[config.mk]
export PLATFORM = sky130hd
export DESIGN_NAME = div_result_stage
export DESIGN_NICKNAME = d
export VERILOG_FILES = /design/src/rtl/alu_div_pkg.sv /design/src/rtl/div_result_fifo.sv /design/src/rtl/div_result_stage.sv
export SDC_FILE = /design/constraint.sdc
export NUM_CORES = 1
export LEC_CHECK = 0
export CORE_MARGIN = 1.5
export CORE_UTILIZATION = 48
export CTS_BUF_LIST = sky130_fd_sc_hd__clkbuf_16
export DETAILED_ROUTE_END_ITERATION = 6
export PLACE_DENSITY_LB_ADDON = 0.05
export SYNTH_ARGS = -nofsm -noshare
export SYNTH_HDL_FRONTEND = slang
export SYNTH_SLANG_ARGS = --single-unit
[constraint.sdc]
create_clock -name clk -period 2.1 [get_ports clk]
set_input_delay 0.63 -clock clk [delete_from_list [all_inputs] [get_ports clk]]
set_output_delay 0.63 -clock clk [all_outputs]
set_load 0.005 [all_outputs]
[src/rtl/alu_div_pkg.sv]
// Shared types and sign-correction helpers for the divider result path.
package alu_div_pkg;

    localparam int WIDTH = 32;
    localparam logic [WIDTH-1:0] DIVZ_Q = '1;
    localparam int ENTRY_W = 2 * WIDTH + 1;

    typedef struct packed {
        logic [WIDTH-1:0] q;
        logic [WIDTH-1:0] r;
        logic             err;
    } divEntry_t;

    // Two's-complement negation wraps, so the most negative value maps to itself.
    function automatic logic [WIDTH-1:0] signFix(input logic [WIDTH-1:0] mag,
                                                 input logic             neg);
        logic [WIDTH-1:0] zero;
        zero = '0;
        return neg ? (zero - mag) : mag;
    endfunction

    function automatic divEntry_t buildEntry(input logic [WIDTH-1:0] rawQ,
                                             input logic [WIDTH-1:0] rawR,
                                             input logic             negQ,
                                             input logic             negR,
                                             input logic             divZero);
        divEntry_t e;
        e.q   = divZero ? DIVZ_Q : signFix(rawQ, negQ);
        e.r   = signFix(rawR, negR);
        e.err = divZero;
        return e;
    endfunction

endpackage

[src/rtl/div_result_fifo.sv]
// Two-entry valid/ready FIFO; head data reads as zero while empty.
module div_result_fifo #(
    parameter int EntryW = 65
) (
    input  logic              clk,
    input  logic              rst_n,
    input  logic              wrValid_i,
    output logic              wrReady_o,
    input  logic [EntryW-1:0] wrData_i,
    output logic              rdValid_o,
    input  logic              rdReady_i,
    output logic [EntryW-1:0] rdData_o
);

    logic [EntryW-1:0] mem_q [2];
    logic              wrPtr_q;
    logic              rdPtr_q;
    logic [1:0]        count_q;
    logic [1:0]        count_d;
    logic              push;
    logic              pop;

    // Ready depends only on stored occupancy, so a full FIFO refuses a push even while popping.
    assign wrReady_o = (count_q != 2'd2);
    assign rdValid_o = (count_q != 2'd0);
    assign push      = wrValid_i & wrReady_o;
    assign pop       = rdValid_o & rdReady_i;
    assign rdData_o  = rdValid_o ? mem_q[rdPtr_q] : '0;

    always_comb begin
        count_d = count_q;
        case ({push, pop})
            2'b10:   count_d = count_q + 2'd1;
            2'b01:   count_d = count_q - 2'd1;
            default: count_d = count_q;
        endcase
    end

    always_ff @(posedge clk or negedge rst_n) begin
        if (!rst_n) begin
            mem_q[0] <= '0;
            mem_q[1] <= '0;
            wrPtr_q  <= 1'b0;
            rdPtr_q  <= 1'b0;
            count_q  <= 2'd0;
        end else begin
            if (push) begin
                mem_q[wrPtr_q] <= wrData_i;
                wrPtr_q        <= ~wrPtr_q;
            end
            if (pop) begin
                rdPtr_q <= ~rdPtr_q;
            end
            count_q <= count_d;
        end
    end

endmodule

[src/rtl/div_result_stage.sv]
// Sign/divide-by-zero fixup ahead of a 2-entry result FIFO toward writeback.
// Defining DIV_ERR_CNT_EN adds err_count, a saturating count of popped error entries.
module div_result_stage
    import alu_div_pkg::*;
(
    input  logic             clk,
    input  logic             rst_n,
    input  logic             in_valid,
    output logic             in_ready,
    input  logic [WIDTH-1:0] raw_q,
    input  logic [WIDTH-1:0] raw_r,
    input  logic             neg_q,
    input  logic             neg_r,
    input  logic             div_zero,
    output logic             out_valid,
    input  logic             out_ready,
    output logic [WIDTH-1:0] q,
    output logic [WIDTH-1:0] r,
    output logic             err
`ifdef DIV_ERR_CNT_EN
    ,
    output logic [7:0]       err_count
`endif
);

    divEntry_t inEntry;
    divEntry_t headEntry;

    assign inEntry = buildEntry(raw_q, raw_r, neg_q, neg_r, div_zero);

    div_result_fifo #(
        .EntryW (ENTRY_W)
    ) u_fifo (
        .clk       (clk),
        .rst_n     (rst_n),
        .wrValid_i (in_valid),
        .wrReady_o (in_ready),
        .wrData_i  (inEntry),
        .rdValid_o (out_valid),
        .rdReady_i (out_ready),
        .rdData_o  (headEntry)
    );

    assign q   = headEntry.q;
    assign r   = headEntry.r;
    assign err = headEntry.err;

`ifdef DIV_ERR_CNT_EN
    logic [7:0] errCount_q;
    logic [7:0] errCount_d;

    always_comb begin
        errCount_d = errCount_q;
        if (out_valid && out_ready && headEntry.err && (errCount_q != 8'hFF)) begin
            errCount_d = errCount_q + 8'd1;
        end
    end

    always_ff @(posedge clk or negedge rst_n) begin
        if (!rst_n) begin
            errCount_q <= 8'd0;
        end else begin
            errCount_q <= errCount_d;
        end
    end

    assign err_count = errCount_q;
`endif

endmodule

Word-level counts from Yosys, hierarchy flattened
Index checks and enable logic that the tools add are counted.

Register bits: 134. Bits of input ports: 71. Output and inout bits: 67. Logic and storage cells: 35.

$add $sub $neg: 4. $lt $le $gt $ge: 3. Equal/unequal tests: 3. Multiplexer cells: 11. Bitwise gates (word level): 6. Reduce and logical (&&, ||, !) cells: 3.

Operator list (number): 65-bit two-way mux (5); 130-bit bitwise mux (1); 32-bit two-way mux (3); 65-bit demux with 1-bit select (1); 1-bit by 32-bit subtractor with 32-bit output, first input constant (2); 2-bit >= comparator, second input constant (2); 1-bit inverter with 2-bit output (2); 2-bit one-hot mux with 2 select lines (1); 2-bit nonzero test (2); 2-bit by 1-bit adder with 2-bit output, second input constant (1); 1-bit AND (2); 2-bit by 1-bit equality test with 1-bit output, second input constant (1); 2-bit equality test, second input constant (1); 2-bit by 1-bit < comparator with 1-bit output, second input constant (1); 2-bit inequality test, second input constant (1); 1-bit inverter (2); 2-bit by 1-bit subtractor with 2-bit output, second input constant (1); 1-bit logical AND (1).

Logic depth before layout (Yosys ltp)
Depth after elaboration: 6. Depth in mapped cells: 9. Gate-level depth less buffers: 7.

Cells and area by module
Synthesis repeated with hierarchy kept, for this count alone.

Cell total of the unflattened synthesis: 666. Area total of the unflattened synthesis: 8013.9 um^2.

By module, submodules not included: div_result_fifo (times used 1, cells each 437, area each 6533.8 um^2, seq. area each 3353.2 um^2); div_result_stage (times used 1, cells each 229, area each 1480.2 um^2, seq. area each 0.0 um^2).

Worst setup path before layout
Ideal clock, no wire load.

Path kind: input port to flip-flop. From: input raw_q[6]. To: register u_fifo.mem_q[128] (netlist bit). Library setup time: 149 ps. Data arrival time: 2474 ps. Required time: 1951 ps. Path slack: -522 ps. Cell stages on the path: 8. Path buffers: 3. Cell sequence: or3_1 buf_6 or4_4 buf_6 buf_6 o41ai_2 xor2_1 a21oi_1.

Word-level cells in the longest chain between the ends: 4.

RTL lines: start, declared (line div_result_stage.sv:10) `input logic [WIDTH-1:0] raw_q,`; 1-bit by 32-bit subtractor with 32-bit output (line alu_div_pkg.sv:19) `return neg ? (zero - mag) : mag;`; 32-bit two-way mux (line alu_div_pkg.sv:19); 32-bit two-way mux (line alu_div_pkg.sv:28) `e.q = divZero ? DIVZ_Q : signFix(rawQ, negQ);`; 130-bit bitwise mux (line div_result_fifo.sv:48) `mem_q[wrPtr_q] <= wrData_i;`; end signal, assigned by index (line div_result_fifo.sv:48); end, declared (line div_result_fifo.sv:15) `logic [EntryW-1:0] mem_q [2];`.

No other way between the ends. A chain may end at the register's enable or synchronous reset.

Worst setup path in the final report
From: input raw_q[11]. To: register u_fifo.mem_q[126] (netlist bit).

The elaborated chain is that of the path after synthesis.

==> Implementation_results.wiki <==
{| class="wikitable"
! Metric !! Value
|-
| Via count of the first global-routing pass || approximately 7700
|-
| Status || finished with violations
|-
| Maximum number of pins on one net before global-route repair || 45
|-
| Die outline area || roughly 16000 um^2
|-
| Startpoint Class || input port
|-
| Cell type group with the largest total delay on the critical path || simple AND/OR/NAND/NOR gates
|-
| Count of endpoints failing setup in the final report || around 150
|-
| Mean post-synth cell area || about 9.1 um^2
|-
| Final #Nets || about 1200
|-
| Clock tree from TritonCTS || yes
|-
| Post-place instance area || around 10000 um^2
|-
| Number of cells produced by synthesis || 800
|-
| Growth of design area from synthesis to finish || 66.6%
|-
| Worst R2R Setup Slack || 0.27 ns
|-
| Max IR drop VDD || 0.000724 V
|-
| Maximum clock path buffer count || 2
|-
| Unrepaired setup endpoints after global routing || yes
|-
| Series of cell instances along the critical path || buf_6, or4_4, buf_6, or4_4, buf_4, o41ai_4, xor2_1, a21oi_1
|-
| Diodes inserted || 0
|-
| Post-Route Skew || 0.00600 ns
|-
| Buffers on Ports || 137
|-
| Distinct cell type count of the synthesized netlist || 40
|-
| Worst-case hold slack || 0.0832 ns
|-
| Total negative slack for setup checks || -21.52 ns
|-
| Violations in the final reports || design-rule violations, negative setup slack
|-
| Total of max-cap violations || 0
|-
| Pins over their slew limit || 0
|-
| Starting DRT DRC Count || ~600
|-
| Synthesized area || approximately 7300 um^2
|-
| Post-detailed-route DRC marker count || 9
|-
| Worst path required time || between 2 and 2.5 ns
|-
| Power Dens Cells || between 1000 and 1500 nW/um^2
|-
| Register area share after synthesis || a little under half
|-
| Number of buffer and inverter stages on the critical path || 3
|-
| Hold buffers post-CTS || 0
|-
| Rows || 44
|-
| Async set-reset flop share out of synthesis || between 90% and 100%
|-
| Global-route total usage across every layer || 30.9%
|-
| Post-CTS clock slew at the launch and capture registers of the worst setup and hold paths || ~0.060 ns
|-
| Clock buffers created by TritonCTS || 17
|-
| Share of final-layout standard cells stronger than drive strength 1 || between 40% and 50%
|-
| Via/cell ratio || 5.85
|-
| Congestion Overflow GR || 0
|-
| Initial antenna violation count || 0
|-
| Final ANT Viol Nets || 0
|-
| Highest Clock Rate || 399 MHz
|-
| RePlAce Congestion || between 0.8 and 0.9
|-
| Shortest clock period the worst path allows after layout || 2.51 ns
|-
| Crit path DAT || around 2.8 ns
|-
| Slew at the pin closest to its max-slew limit || 0.464 ns
|-
| Seq cells post-synth || between 100 and 150
|-
| First-pass detailed-route iteration total || 7
|-
| CP endpoint kind || register
|-
| Routed via count || about 7700
|-
| Net count after synthesis || between 800 and 900
|-
| Worst Path Max Fanout || 8
|-
| Clock latency at the later pin of the worst-skew pair || approximately 0.42 ns
|-
| Max-slew headroom at the worst pin || 68.6%
|-
| LEAKAGE || around 0.0056 uW
|-
| DPL Wire Length || between 10000 and 15000 um
|-
| Critical path type || input port to register
|-
| Master of the slowest instance on the critical path || or4_4
|-
| DIE WIDTH || about 130 um
|-
| CTS Sinks || around 130
|-
| PnR Total Power || between 15000 and 20000 uW
|-
| Post-route worst setup slack || -0.408 ns
|-
| Share of the clock period used by the worst path || 119%
|-
| Global-route wire length before repair || 38700 um
|-
| H-Tree Level Count || 4
|-
| Yosys warns || 0
|-
| Starting density of the core || between 40% and 50%
|-
| Number of synthesized flops with an enable pin || 0
|-
| Final WL || 27200 um
|-
| Post-route design area || 12100 um^2
|-
| Standard cell core area || between 10000 and 15000 um^2
|-
| # IOs || 138
|-
| Cell at the root of the clock tree || clkbuf_16
|-
| WL per Instance || about 21 um
|-
| Max stage delay on crit path || 0.55 ns
|-
| Final hold violation count || 0
|-
| Primary FF master, synth || dfrtp_1
|-
| Kind of path behind the tightest hold check || input port to asynchronous set/reset pin
|-
| Die height || around 130 um
|}
[Yosys cell counts, types with 2 or more instances]
cell      number  share of area, %
mux2_2         2              0.31
clkbuf_1      50               2.6
and2_1         2              0.17
nand3b_1       2              0.21
buf_6          3              0.46
o22a_1         2              0.24
o41ai_2        7               1.6
nor4_1         5              0.43
a21oi_1       77               5.3
nor3_1         4              0.28
inv_1          8              0.41
or4_1          5              0.52
o21ai_0       52               3.6
nand2_1       49               2.5
dfrtp_1      134                46
mux2i_1       67               9.2
o41ai_1       18               2.2
ha_1           3              0.52
nor2_1       165               8.5
xor2_1        50               6.0
or3_1         12               1.0
or2_2          7              0.60
or4_4          2              0.31
xnor2_1       13               1.6
nand2b_1       5              0.43
nand3_1        5              0.34
buf_2          2              0.14
buf_1          9              0.46
o31ai_1       19               2.0
a31oi_1        9              0.77
and3_1         3              0.26
[placed cells by master (no fill, tap or decap), drive strengths merged, types with 4 or more instances in the layout]
master         synthesis  routed
buf                   14     282
o31ai                 19      19
o41ai                 25      25
clkdlybuf4s50          0      27
a21oi                 77      77
or3                   12      13
clkbuf                50      41
dfrtp                134     134
nor4                   6       6
dlymetal6s2s           0       8
clkinv                 0       7
inv                    8      11
mux2i                 67      67
nor2                 165     165
a31oi                  9       9
dlygate4sd2            0      13
xnor2                 13      13
nand2b                 5       6
nor3                   4       4
xor2                  50      50
nand3                  5       5
o21ai                 53      53
nand2                 49      49
or4                    7       8
or2                    7       7
[registers in the layout, indices dropped and copies added, names as in the netlist]
name,count
u_fifo.rdPtr_q,1
u_fifo.wrPtr_q,1
u_fifo.count_q,2
u_fifo.mem_q,130
[metal layers]
| layer | wire [um] | global-route usage [%] | up-vias | part of all wire [%] |
|---|---|---|---|---|
| li1 | - | - | 3408 | - |
| met1 | 10200 | 36.9 | 3835 | 38 |
| met2 | 14400 | 55.1 | 351 | 53 |
| met3 | 1660 | 5.01 | 77 | 6.1 |
| met4 | 838 | 13.5 | 0 | 3.1 |
| met5 | 0 | 0 | - | 0 |
[report_power, final]
part	internal [uW]	switching, uW	total [uW]
Sequential	3800	856	4660
Combinational	4140	4040	8180
Clock	1830	1110	2930
[per-stage QoR]
step	cells	util (%)	worst slack, ns
global placement	1193	69.4	-0.920
finish	1312	82.8	-0.408
CTS	1271	78.6	-0.487
detailed placement	1193	69.4	-0.978
floorplan	800	-	-0.522
global route	1312	82.8	-0.439
[area by class of cell]
cell class | instances | area [um^2]
inverter | 8 | 30.0
tap | 184 | 230
clock inverter | 15 | 146
timing repair buffer | 357 | 3240
fill | 797 | 2520
sequential | 134 | 3360
multi-input combinational | 597 | 4690
clock buffer | 17 | 425
[repair_timing]
action                                  4_1_cts  5_1_grt
gates cloned                                  8        3
pin swaps                                    98      107
buffers inserted                             38       43
gates resized for setup                     314      222
endpoints found under the setup margin      171      158
[cells by family after synthesis]
kind of cell,count (synthesis),share of synthesized area [%]
AO/OA/AOI/OAI,188,16.0
XOR/XNOR,63,7.58
adder cells (fa/ha/maj),3,0.516
buffers and inverters,72,4.06
flip-flops,134,46.1
multiplexers,69,9.53
AND/OR/NAND/NOR,271,16.2
[path summary, 6_finish.rpt]
check	to	cells after the start	from
max	u_fifo.mem_q[126]	8	raw_q[11]
min	u_fifo.mem_q[129]	1	rst_n
max reg2reg	u_fifo.mem_q[94]	7	u_fifo.count_q[0]
min reg2reg	u_fifo.mem_q[13]	2	u_fifo.mem_q[13]
max in group asynchronous	u_fifo.mem_q[31]	2	rst_n
min in group clk	u_fifo.mem_q[13]	2	u_fifo.mem_q[13]
(Power assumes the default switching activity.)
